<file path="src/rtl/bcd_sched_pkg.sv">
// Shared types and constants for the BCD converter scheduler.
// The state encoding is fixed at 2 bits so the debug port stays compact.
package bcd_sched_pkg;

    typedef enum logic [1:0] {
        ST_IDLE    = 2'd0,
        ST_START   = 2'd1,
        ST_SETTLE  = 2'd2,
        ST_RELEASE = 2'd3
    } state_t;

    localparam int BIN_W           = 12;
    localparam int BCD_W           = 16;
    localparam int TIMEOUT_DEFAULT = 32;

endpackage

</file>
<file path="src/rtl/bcd_conv_scheduler_rr_arbiter.sv">
// Combinational round-robin arbiter: searches upward from i_ptr with wrap-around.
// i_ptr is the first channel to consider, i.e. one past the previous grant.
module rr_arbiter #(
    parameter int N_CH = 4,
    localparam int CH_W = $clog2(N_CH)
) (
    input  logic [N_CH-1:0] i_req,
    input  logic [CH_W-1:0] i_ptr,
    output logic [CH_W-1:0] o_gnt_ch,
    output logic            o_valid
);

    function automatic logic [CH_W-1:0] wrap_idx(input logic [CH_W-1:0] base, input int off);
        int s;
        s = int'(base) + off;
        if (s >= N_CH) begin
            s = s - N_CH;
        end
        return CH_W'(s);
    endfunction

    // Walk from the farthest offset down so the closest requester wins last.
    always_comb begin
        o_gnt_ch = '0;
        o_valid  = 1'b0;
        for (int i = N_CH - 1; i >= 0; i--) begin
            if (i_req[wrap_idx(i_ptr, i)]) begin
                o_gnt_ch = wrap_idx(i_ptr, i);
                o_valid  = 1'b1;
            end
        end
    end

endmodule

</file>
<file path="src/rtl/bcd_conv_scheduler.sv">
// Shares one serial binary-to-BCD converter between N_CH requesters, sequencing
// the converter's level start/ready handshake and returning each result with a done pulse.
module bcd_conv_scheduler
    import bcd_sched_pkg::*;
#(
    parameter int N_CH    = 4,
    parameter int TIMEOUT = TIMEOUT_DEFAULT
) (
    input  logic                  i_clk,
    input  logic                  i_reset,
    input  logic [N_CH-1:0]       i_req,
    input  logic [BIN_W*N_CH-1:0] i_bin_in,
    output logic [N_CH-1:0]       o_done,
    output logic [BCD_W-1:0]      o_bcd_out,
    output logic                  o_err,
    output logic                  o_busy,
    output logic                  o_conv_start,
    output logic [BIN_W-1:0]      o_conv_binary,
    input  logic [BCD_W-1:0]      i_conv_bcd,
    input  logic                  i_conv_ready,
    output state_t                o_state
);

    // Handshake with the converter: start is a level held until ready has been
    // seen; bcd is trusted only on the second consecutive ready cycle (SETTLE),
    // and a new start is never raised until ready has dropped again (RELEASE).

    localparam int CH_W  = $clog2(N_CH);
    localparam int TMO_W = (TIMEOUT > 2) ? $clog2(TIMEOUT) : 1;

    state_t             r_state;
    logic [CH_W-1:0]    r_gnt;
    logic [CH_W-1:0]    r_ptr;
    logic [TMO_W-1:0]   r_tmo_cnt;
    logic               r_conv_start;
    logic [BIN_W-1:0]   r_conv_binary;
    logic [BCD_W-1:0]   r_bcd;
    logic [N_CH-1:0]    r_done;
    logic               r_err;

    logic [CH_W-1:0]    w_gnt;
    logic               w_valid;
    logic [CH_W-1:0]    w_next_ptr;
    logic [N_CH-1:0]    w_gnt_onehot;
    logic [BIN_W-1:0]   w_bin [N_CH];

    for (genvar k = 0; k < N_CH; k++) begin : g_bin
        assign w_bin[k] = i_bin_in[k*BIN_W +: BIN_W];
    end

    rr_arbiter #(
        .N_CH (N_CH)
    ) u_arb (
        .i_req    (i_req),
        .i_ptr    (r_ptr),
        .o_gnt_ch (w_gnt),
        .o_valid  (w_valid)
    );

    always_comb begin
        if (w_gnt == CH_W'(N_CH - 1)) begin
            w_next_ptr = '0;
        end else begin
            w_next_ptr = w_gnt + 1'b1;
        end
    end

    assign w_gnt_onehot = N_CH'(1) << r_gnt;

    always_ff @(posedge i_clk) begin
        if (i_reset) begin
            r_state       <= ST_IDLE;
            r_gnt         <= '0;
            r_ptr         <= '0;
            r_tmo_cnt     <= '0;
            r_conv_start  <= 1'b0;
            r_conv_binary <= '0;
            r_bcd         <= '0;
            r_done        <= '0;
            r_err         <= 1'b0;
        end else begin
            r_done <= '0;
            r_err  <= 1'b0;
            case (r_state)
                ST_IDLE: begin
                    if (w_valid) begin
                        r_gnt         <= w_gnt;
                        r_ptr         <= w_next_ptr;
                        r_conv_binary <= w_bin[w_gnt];
                        r_tmo_cnt     <= '0;
                        r_conv_start  <= 1'b1;
                        r_state       <= ST_START;
                    end
                end
                ST_START: begin
                    r_tmo_cnt <= r_tmo_cnt + 1'b1;
                    if (i_conv_ready) begin
                        r_state <= ST_SETTLE;
                    end else if (r_tmo_cnt == TMO_W'(TIMEOUT - 1)) begin
                        // Timed out: report on the same edge done would normally fire.
                        r_conv_start <= 1'b0;
                        r_done       <= w_gnt_onehot;
                        r_err        <= 1'b1;
                        r_bcd        <= '0;
                        r_state      <= ST_RELEASE;
                    end
                end
                ST_SETTLE: begin
                    r_conv_start <= 1'b0;
                    r_bcd        <= i_conv_bcd;
                    r_done       <= w_gnt_onehot;
                    r_state      <= ST_RELEASE;
                end
                ST_RELEASE: begin
                    if (!i_conv_ready) begin
                        r_state <= ST_IDLE;
                    end
                end
                default: begin
                    r_state <= ST_IDLE;
                end
            endcase
        end
    end

    assign o_done        = r_done;
    assign o_bcd_out     = r_bcd;
    assign o_err         = r_err;
    assign o_busy        = (r_state != ST_IDLE);
    assign o_conv_start  = r_conv_start;
    assign o_conv_binary = r_conv_binary;
    assign o_state       = r_state;

endmodule

</file>
<file path="config.mk">
export PLATFORM = sky130hd
export DESIGN_NAME = bcd_conv_scheduler
export DESIGN_NICKNAME = d
export VERILOG_FILES = /design/src/rtl/bcd_sched_pkg.sv /design/src/rtl/bcd_conv_scheduler_rr_arbiter.sv /design/src/rtl/bcd_conv_scheduler.sv
export SDC_FILE = /design/constraint.sdc
export NUM_CORES = 1
export LEC_CHECK = 0
export ABC_AREA = 0
export BUFFER_PORTS_ARGS = -buffer_cell sky130_fd_sc_hd__clkbuf_2
export CORE_UTILIZATION = 41
export DETAILED_ROUTE_END_ITERATION = 8
export PLACE_DENSITY = 0.76
export SLEW_MARGIN = 20
export SYNTH_ARGS = -nofsm -noshare
export SYNTH_HDL_FRONTEND = slang
export SYNTH_SLANG_ARGS = --single-unit
</file>
<file path="constraint.sdc">
create_clock -name i_clk -period 2.11 [get_ports i_clk]
set_clock_uncertainty 0.2 [all_clocks]
set_input_delay 0.1055 -clock i_clk [delete_from_list [all_inputs] [get_ports i_clk]]
set_output_delay 0.1055 -clock i_clk [all_outputs]
set_load 0.02 [all_outputs]
</file>
; ---- After elaboration in Yosys (flattened, before gate mapping)
; Index checks and enable logic that the tools add are counted.
[word_totals]
reg_bits = 45
in_bits = 71
output_inout_bits = 37
elab_cells = 93
[op_classes]
addsub = 9
order_cmp = 9
n_eq_ne = 10
shift = 1
muxes = 42
n_bitwise = 2
n_reduce_logical = 11
[op_table]
columns = operator, count
row1 = $mux 16, 2
row2 = $pmux 16 s2, 1
row3 = $mux 2, 13
row4 = $bmux 12 s2, 1
row5 = $mux 12, 2
row6 = $ge 3x3->1 const B, 4
row7 = $lt 2x3->1 const B, 4
row8 = $mux 1, 12
row9 = $pmux 5 s2, 1
row10 = $bmux 1 s2, 4
row11 = $mux 4, 2
row12 = $pmux 2 s4, 1
row13 = $pmux 4 s2, 1
row14 = $sub 2x1->2 const B, 4
row15 = $add 2x2->3 const B, 2
row16 = $eq 2x2->1 const B, 3
row17 = $ne 2x2->1 const B, 3
row18 = $reduce_and 3->1, 2
row19 = $reduce_bool 2->1, 3
row20 = $add 5x1->5 const B, 1
row21 = $eq 5x5->1 const B, 1
row22 = $mux 5, 1
row23 = $reduce_and 2->1, 2
row24 = $reduce_and 4->1, 1
row25 = other kinds (13), 13

; ---- Logic depth before layout (Yosys ltp)
[logic_depth]
ltp_word = 13
mapped_depth = 10
mapped_depth_nobuf = 8

; ---- Cells and area by module
; From an unflattened synthesis, not the netlist that was laid out.
[hier_totals]
hier_cells = 224
area_unflattened_um2 = 2162.1
[by_module_without_submodules]
columns = module, n_inst, cells_each, area_per_inst_um2, seq_area_each_um2
row1 = bcd_conv_scheduler, 1, 211, 2084.5, 900.9
row2 = rr_arbiter, 1, 13, 77.6, 0.0

; ---- Worst setup path after synthesis
; No wires, ideal clock.
[synth_path]
path_kind = register to register
from = register r_state[1] (netlist: o_state[1])
to = register r_bcd[5] (netlist: o_bcd_out[5])
setup_ns = 0.065
arrival_time_ns = 1.866
required_time_ns = 1.845
slack_ns = -0.021
path_stages_with_launch = 9
n_path_buf = 2
synth_period_minus_slack_ns = 2.131
cell_sequence = dfxtp_1 > inv_1 > ha_1 > clkbuf_1 > and3b_1 > a21oi_2 > clkbuf_1 > a22oi_1 > nor2_1
[synth_between]
elab_chain_cells = 3
elab_cells_between_ends = 7
classes_between = 4 x eq/ne / 1 x mux / 2 x reduce/logical
[synth_rtl]
columns = item, line_no
row1 = "start, declared", bcd_conv_scheduler.sv:31  ; state_t r_state;
row2 = "start signal, assigned", bcd_conv_scheduler.sv:72  ; r_state <= ST_IDLE;
row3 = "start signal, assigned", bcd_conv_scheduler.sv:92  ; r_state <= ST_START;
row4 = "start signal, assigned", bcd_conv_scheduler.sv:98  ; r_state <= ST_SETTLE;
row5 = $eq 2x1->1 or $eq 2x2->1 (tied branches), bcd_conv_scheduler.sv:84  ; case (r_state)
row6 = $ne 2x2->1 (no source line) or $reduce_bool 2->1 (tied branches), -
row7 = $reduce_and 3->1 (no source line), -
row8 = "end signal, assigned", bcd_conv_scheduler.sv:110  ; r_bcd <= i_conv_bcd;
row9 = "end, declared", bcd_conv_scheduler.sv:37  ; logic [BCD_W-1:0] r_bcd;
; Several ways; a longest one is shown, not always the timed one.
; A chain may end at the register's enable or synchronous reset.

; ---- Worst setup path after layout
[layout_path]
from = register r_state[0] (netlist: o_state[0])
to = register r_conv_binary[7] (netlist: o_conv_binary[7])
[layout_between]
elab_chain_cells = 2
[layout_rtl]
columns = item, line_no
row1 = $logic_not 2->1, bcd_conv_scheduler.sv:84
row2 = $reduce_and 2->1 (no source line), -
row3 = "end signal, assigned", bcd_conv_scheduler.sv:89  ; r_conv_binary <= w_bin[w_gnt];
row4 = "end, declared", bcd_conv_scheduler.sv:36  ; logic [BIN_W-1:0] r_conv_binary;
; Every way passes these cells.

==> results.cfg <==
[status]
status = completed

[global_route]
grt_max_degree = 28
grt_overflow = 0
grt_antenna_before_repair = 1
grt_pass1_vias = 2513
grt_first_pass_wirelength_mm = 11.8
grt_usage_pct = 29.3

[floorplanning]
num_rows = 25
fp.dieW_um = 73.5
fp.dieH_um = 73.5
io_pins = 108
start_util_pct = 43.5
dieArea_sq_um = 5400
core-area_sq_um = 4820

[timing]
period_share_pct = 96.5
max-slew-margin-rel_pct = 69.6
fin_crit_ps = 2040
slew_viol_final = 0
fmax_mhz = 491
hold_viol = 0
worst_slew_pin_slew_ps = 450
worst_slack_ps = 73.8
setup_viol = 0

[drt]
wl_mm = 8.26
drt_iter0_drc = 179
drc = 0
antenna_left = 0
via_per_inst = 5.38
first_pass_iters = 4
routedWlPerCell_um = 17.6
vias = 2522

[critical_path]
endpoint_kind = flop
crit_start = o_state[0]$_SDFFE_PP0P_
reg2reg_from = o_state[0]$_SDFFE_PP0P_
critPathMaxFanout = 12
path_common_cell = inv_1
slowest_delay_ps = 370
worst-r2r-cell-count = 6
start_kind = flop
cp.depth = 6
regToRegSetupSlack_ps = 70
path_delay_family = simple AND/OR/NAND/NOR gates
crit_path_top_delay_cell = dfxtp_1
r2r-end = o_conv_binary[7]$_SDFFE_PP0P_
worstPathRequired_ps = 2110
path_cells = inv_1 -> ha_2 -> inv_1 -> nor3_2 -> nand2_2 -> o221ai_1
worstPathArrival_ps = 2040
cp_num_buf_inv = 2
timing_worst_setup_path_type = reg2reg
endpoint = o_conv_binary[7]$_SDFFE_PP0P_

[yosys]
syn-num-nets = 300
yosysTopAreaCell = dfxtp_1
syn_inst = 223
synth_area_sq_um = 2100
synth.ff_latch_count = 45
ys_top_cells_by_area = dfxtp_1, mux2i_1, a22oi_1
yosysWarnings = 0
synth_cell_type_count = 39
netlist.area_leader.share_pct = 43.0
synth.avg_cell_area_sq_um = 9.40
yosysSeqAreaShare_pct = 43.0

[clock_tree]
clockBufferDepth = 2
cts_max_level = 2
cts_root_buffer = clkbuf_8
cts_tree = built
cts_buffers = 5
cts.sinks = 45
worstSkewPairLatency_ps = 300
cts.clk_slew.worst_paths_ps = 90

[finish]
drive_gt1_share_pct = 34.9
nets = 478
syn_to_final_growth_pct = 70.3
multi_input_area_sq_um = 1140
register_area_sq_um = 902
fin_area_sq_um = 3570
fillers = 333

[power_and_ir_drop]
clkPwrFrac_pct = 14.6
ir_drop_uv = 651
seqPwrFrac_pct = 32.9
p_per_area_nw_per_um2 = 1070
power.net_switching_uw = 1640
p_int_uw = 2200
power_frac_comb_pct = 52.5
leakagePower_uw = 0.00165
sw_frac_of_total_pct = 42.7

[job]
maxCapViolations = 0

[place]
pre_cts_slack_ps = -67.0
place_area_sq_um = 2730
portBuffers = 107
gp_congestion = 0.767
dp_hpwl_mm = 3.89

[hold_path]
hp-class = in2reg
-- power groups by stage --
stage | combinational (uW) | clock (uW) | sequential [uW]
6_report | 2010 | 560 | 1260
5_1_grt | 2160 | 597 | 1280
4_1_cts | 1800 | 545 | 1220
3_5_place_dp | 1690 | 0 | 1240
3_3_place_gp | 1660 | 0 | 1230
2_1_floorplan | 985 | 0 | 1450
-- placed cells by master, fill, tap and decap left out, drive strengths merged, types with 2 or more instances in the layout --
master and n:
nand2b 2, a32oi 2, mux2i 29, a22oi 17, inv 8, o21ai 7, nor2 34, nor3 2
o221ai 12, nand2 17, ha 6, dlygate4sd3 65, nor3b 2, clkbuf 115, and3 2, a21oi 7
buf 10, dfxtp 45, a211oi 3, a221oi 2
-- synthesized netlist by cell type (all sizes together) --
cell type	n
o21ai	7
a311oi	1
and3	2
nor3b	2
buf	6
or4	1
nor2b	1
nand2	17
a221oi	2
dfxtp	45
mux2i	29
inv	8
a21oi	7
o2bb2a	1
nand2b	2
o211ai	1
ha	6
o311ai	1
xnor2	1
nand3	1
or3	1
and3b	1
a211oi	3
nor3	2
and2	1
o21a	1
a32oi	2
nor4	1
a22oi	17
o221ai	12
clkbuf	7
nor2	34
-- per-stage QoR --
step	instances	total power [uW]	util [%]	TNS (ps)	hold WS (ps)
finish	469	3830	74.1	0	140
global route	469	4030	74.1	-53.5	187
CTS	464	3570	72.1	0	120
detailed placement	392	2920	56.6	-473	162
global placement	392	2890	56.6	-262	151
floorplan	223	2430	-	0	68.1
-- state kept, by name (all words and copies together), names as in the netlist --
name / count
r_ptr: 2
o_state: 2
o_conv_binary: 12
o_done: 4
o_conv_start: 1
o_err: 1
r_gnt: 2
r_tmo_cnt: 5
o_bcd_out: 16
-- logic make-up (layout without fill, tap and decap cells) --
family / count (synthesis) / after routing / share of synthesized area [%]
AND/OR/NAND/NOR: 66 / 66 / 14.1
multiplexers: 29 / 29 / 13.8
XOR/XNOR: 1 / 1 / 0.418
AO/OA/AOI/OAI: 55 / 55 / 19.8
buffers and inverters: 21 / 199 / 5.25
flip-flops: 45 / 45 / 43.0
adder cells (fa/ha/maj): 6 / 6 / 3.58
other: 0 / 1 / 0
-- worst register-to-register path, cell delays in order, from the launching register on --
cell and delay (ps):
dfxtp_1 370, inv_1 110, ha_2 250, inv_1 130, nor3_2 310, nand2_2 240
o221ai_1 330
-- worst min path at each step --
stage                              start                         end  slack [ps]  depth (start not counted)
after floorplan            i_conv_bcd[0]   o_bcd_out[0]$_SDFFE_PP0P_          70                          2
after global placement     i_conv_bcd[3]   o_bcd_out[3]$_SDFFE_PP0P_         150                          3
after detailed placement  i_conv_bcd[10]  o_bcd_out[10]$_SDFFE_PP0P_         160                          3
after CTS                   i_conv_ready     o_state[0]$_SDFFE_PP0P_         120                          4
after global routing        i_conv_ready            o_err$_SDFF_PP0_         190                          3
final                       i_conv_ready     o_state[0]$_SDFFE_PP0P_         140                          4
-- area by class of cell --
cell class                      count  area share (%)
Tap cell                           67            2.35
Timing Repair Buffer              184            37.1
Multi-Input combinational cell    157            31.9
Sequential cell                    45            25.3
Inverter                            8           0.841
Clock buffer                        6            2.31
Antenna cell                        1          0.0701
Clock inverter                      1           0.210
-- timing repair --
action | 4_1_cts | 5_1_grt
endpoints found under the setup margin | 23 | 16
cloned | 0 | 2
resized for setup | 2 | 9
hold buffers | 65 | 0
setup buffers | 0 | 2
endpoints found under the hold margin | 36 | 0
pin swaps | 0 | 1
-- per-layer routing --
metal | track usage [%] | vias to the layer above | wire length, um
met5 | 0 | - | 0
met4 | 20.5 | 0 | 384
met3 | 9.88 | 47 | 560
met2 | 49.1 | 146 | 4300
met1 | 30.8 | 1152 | 3010
li1 | - | 1177 | -
Note: power is estimated with default switching activity, not from simulation.
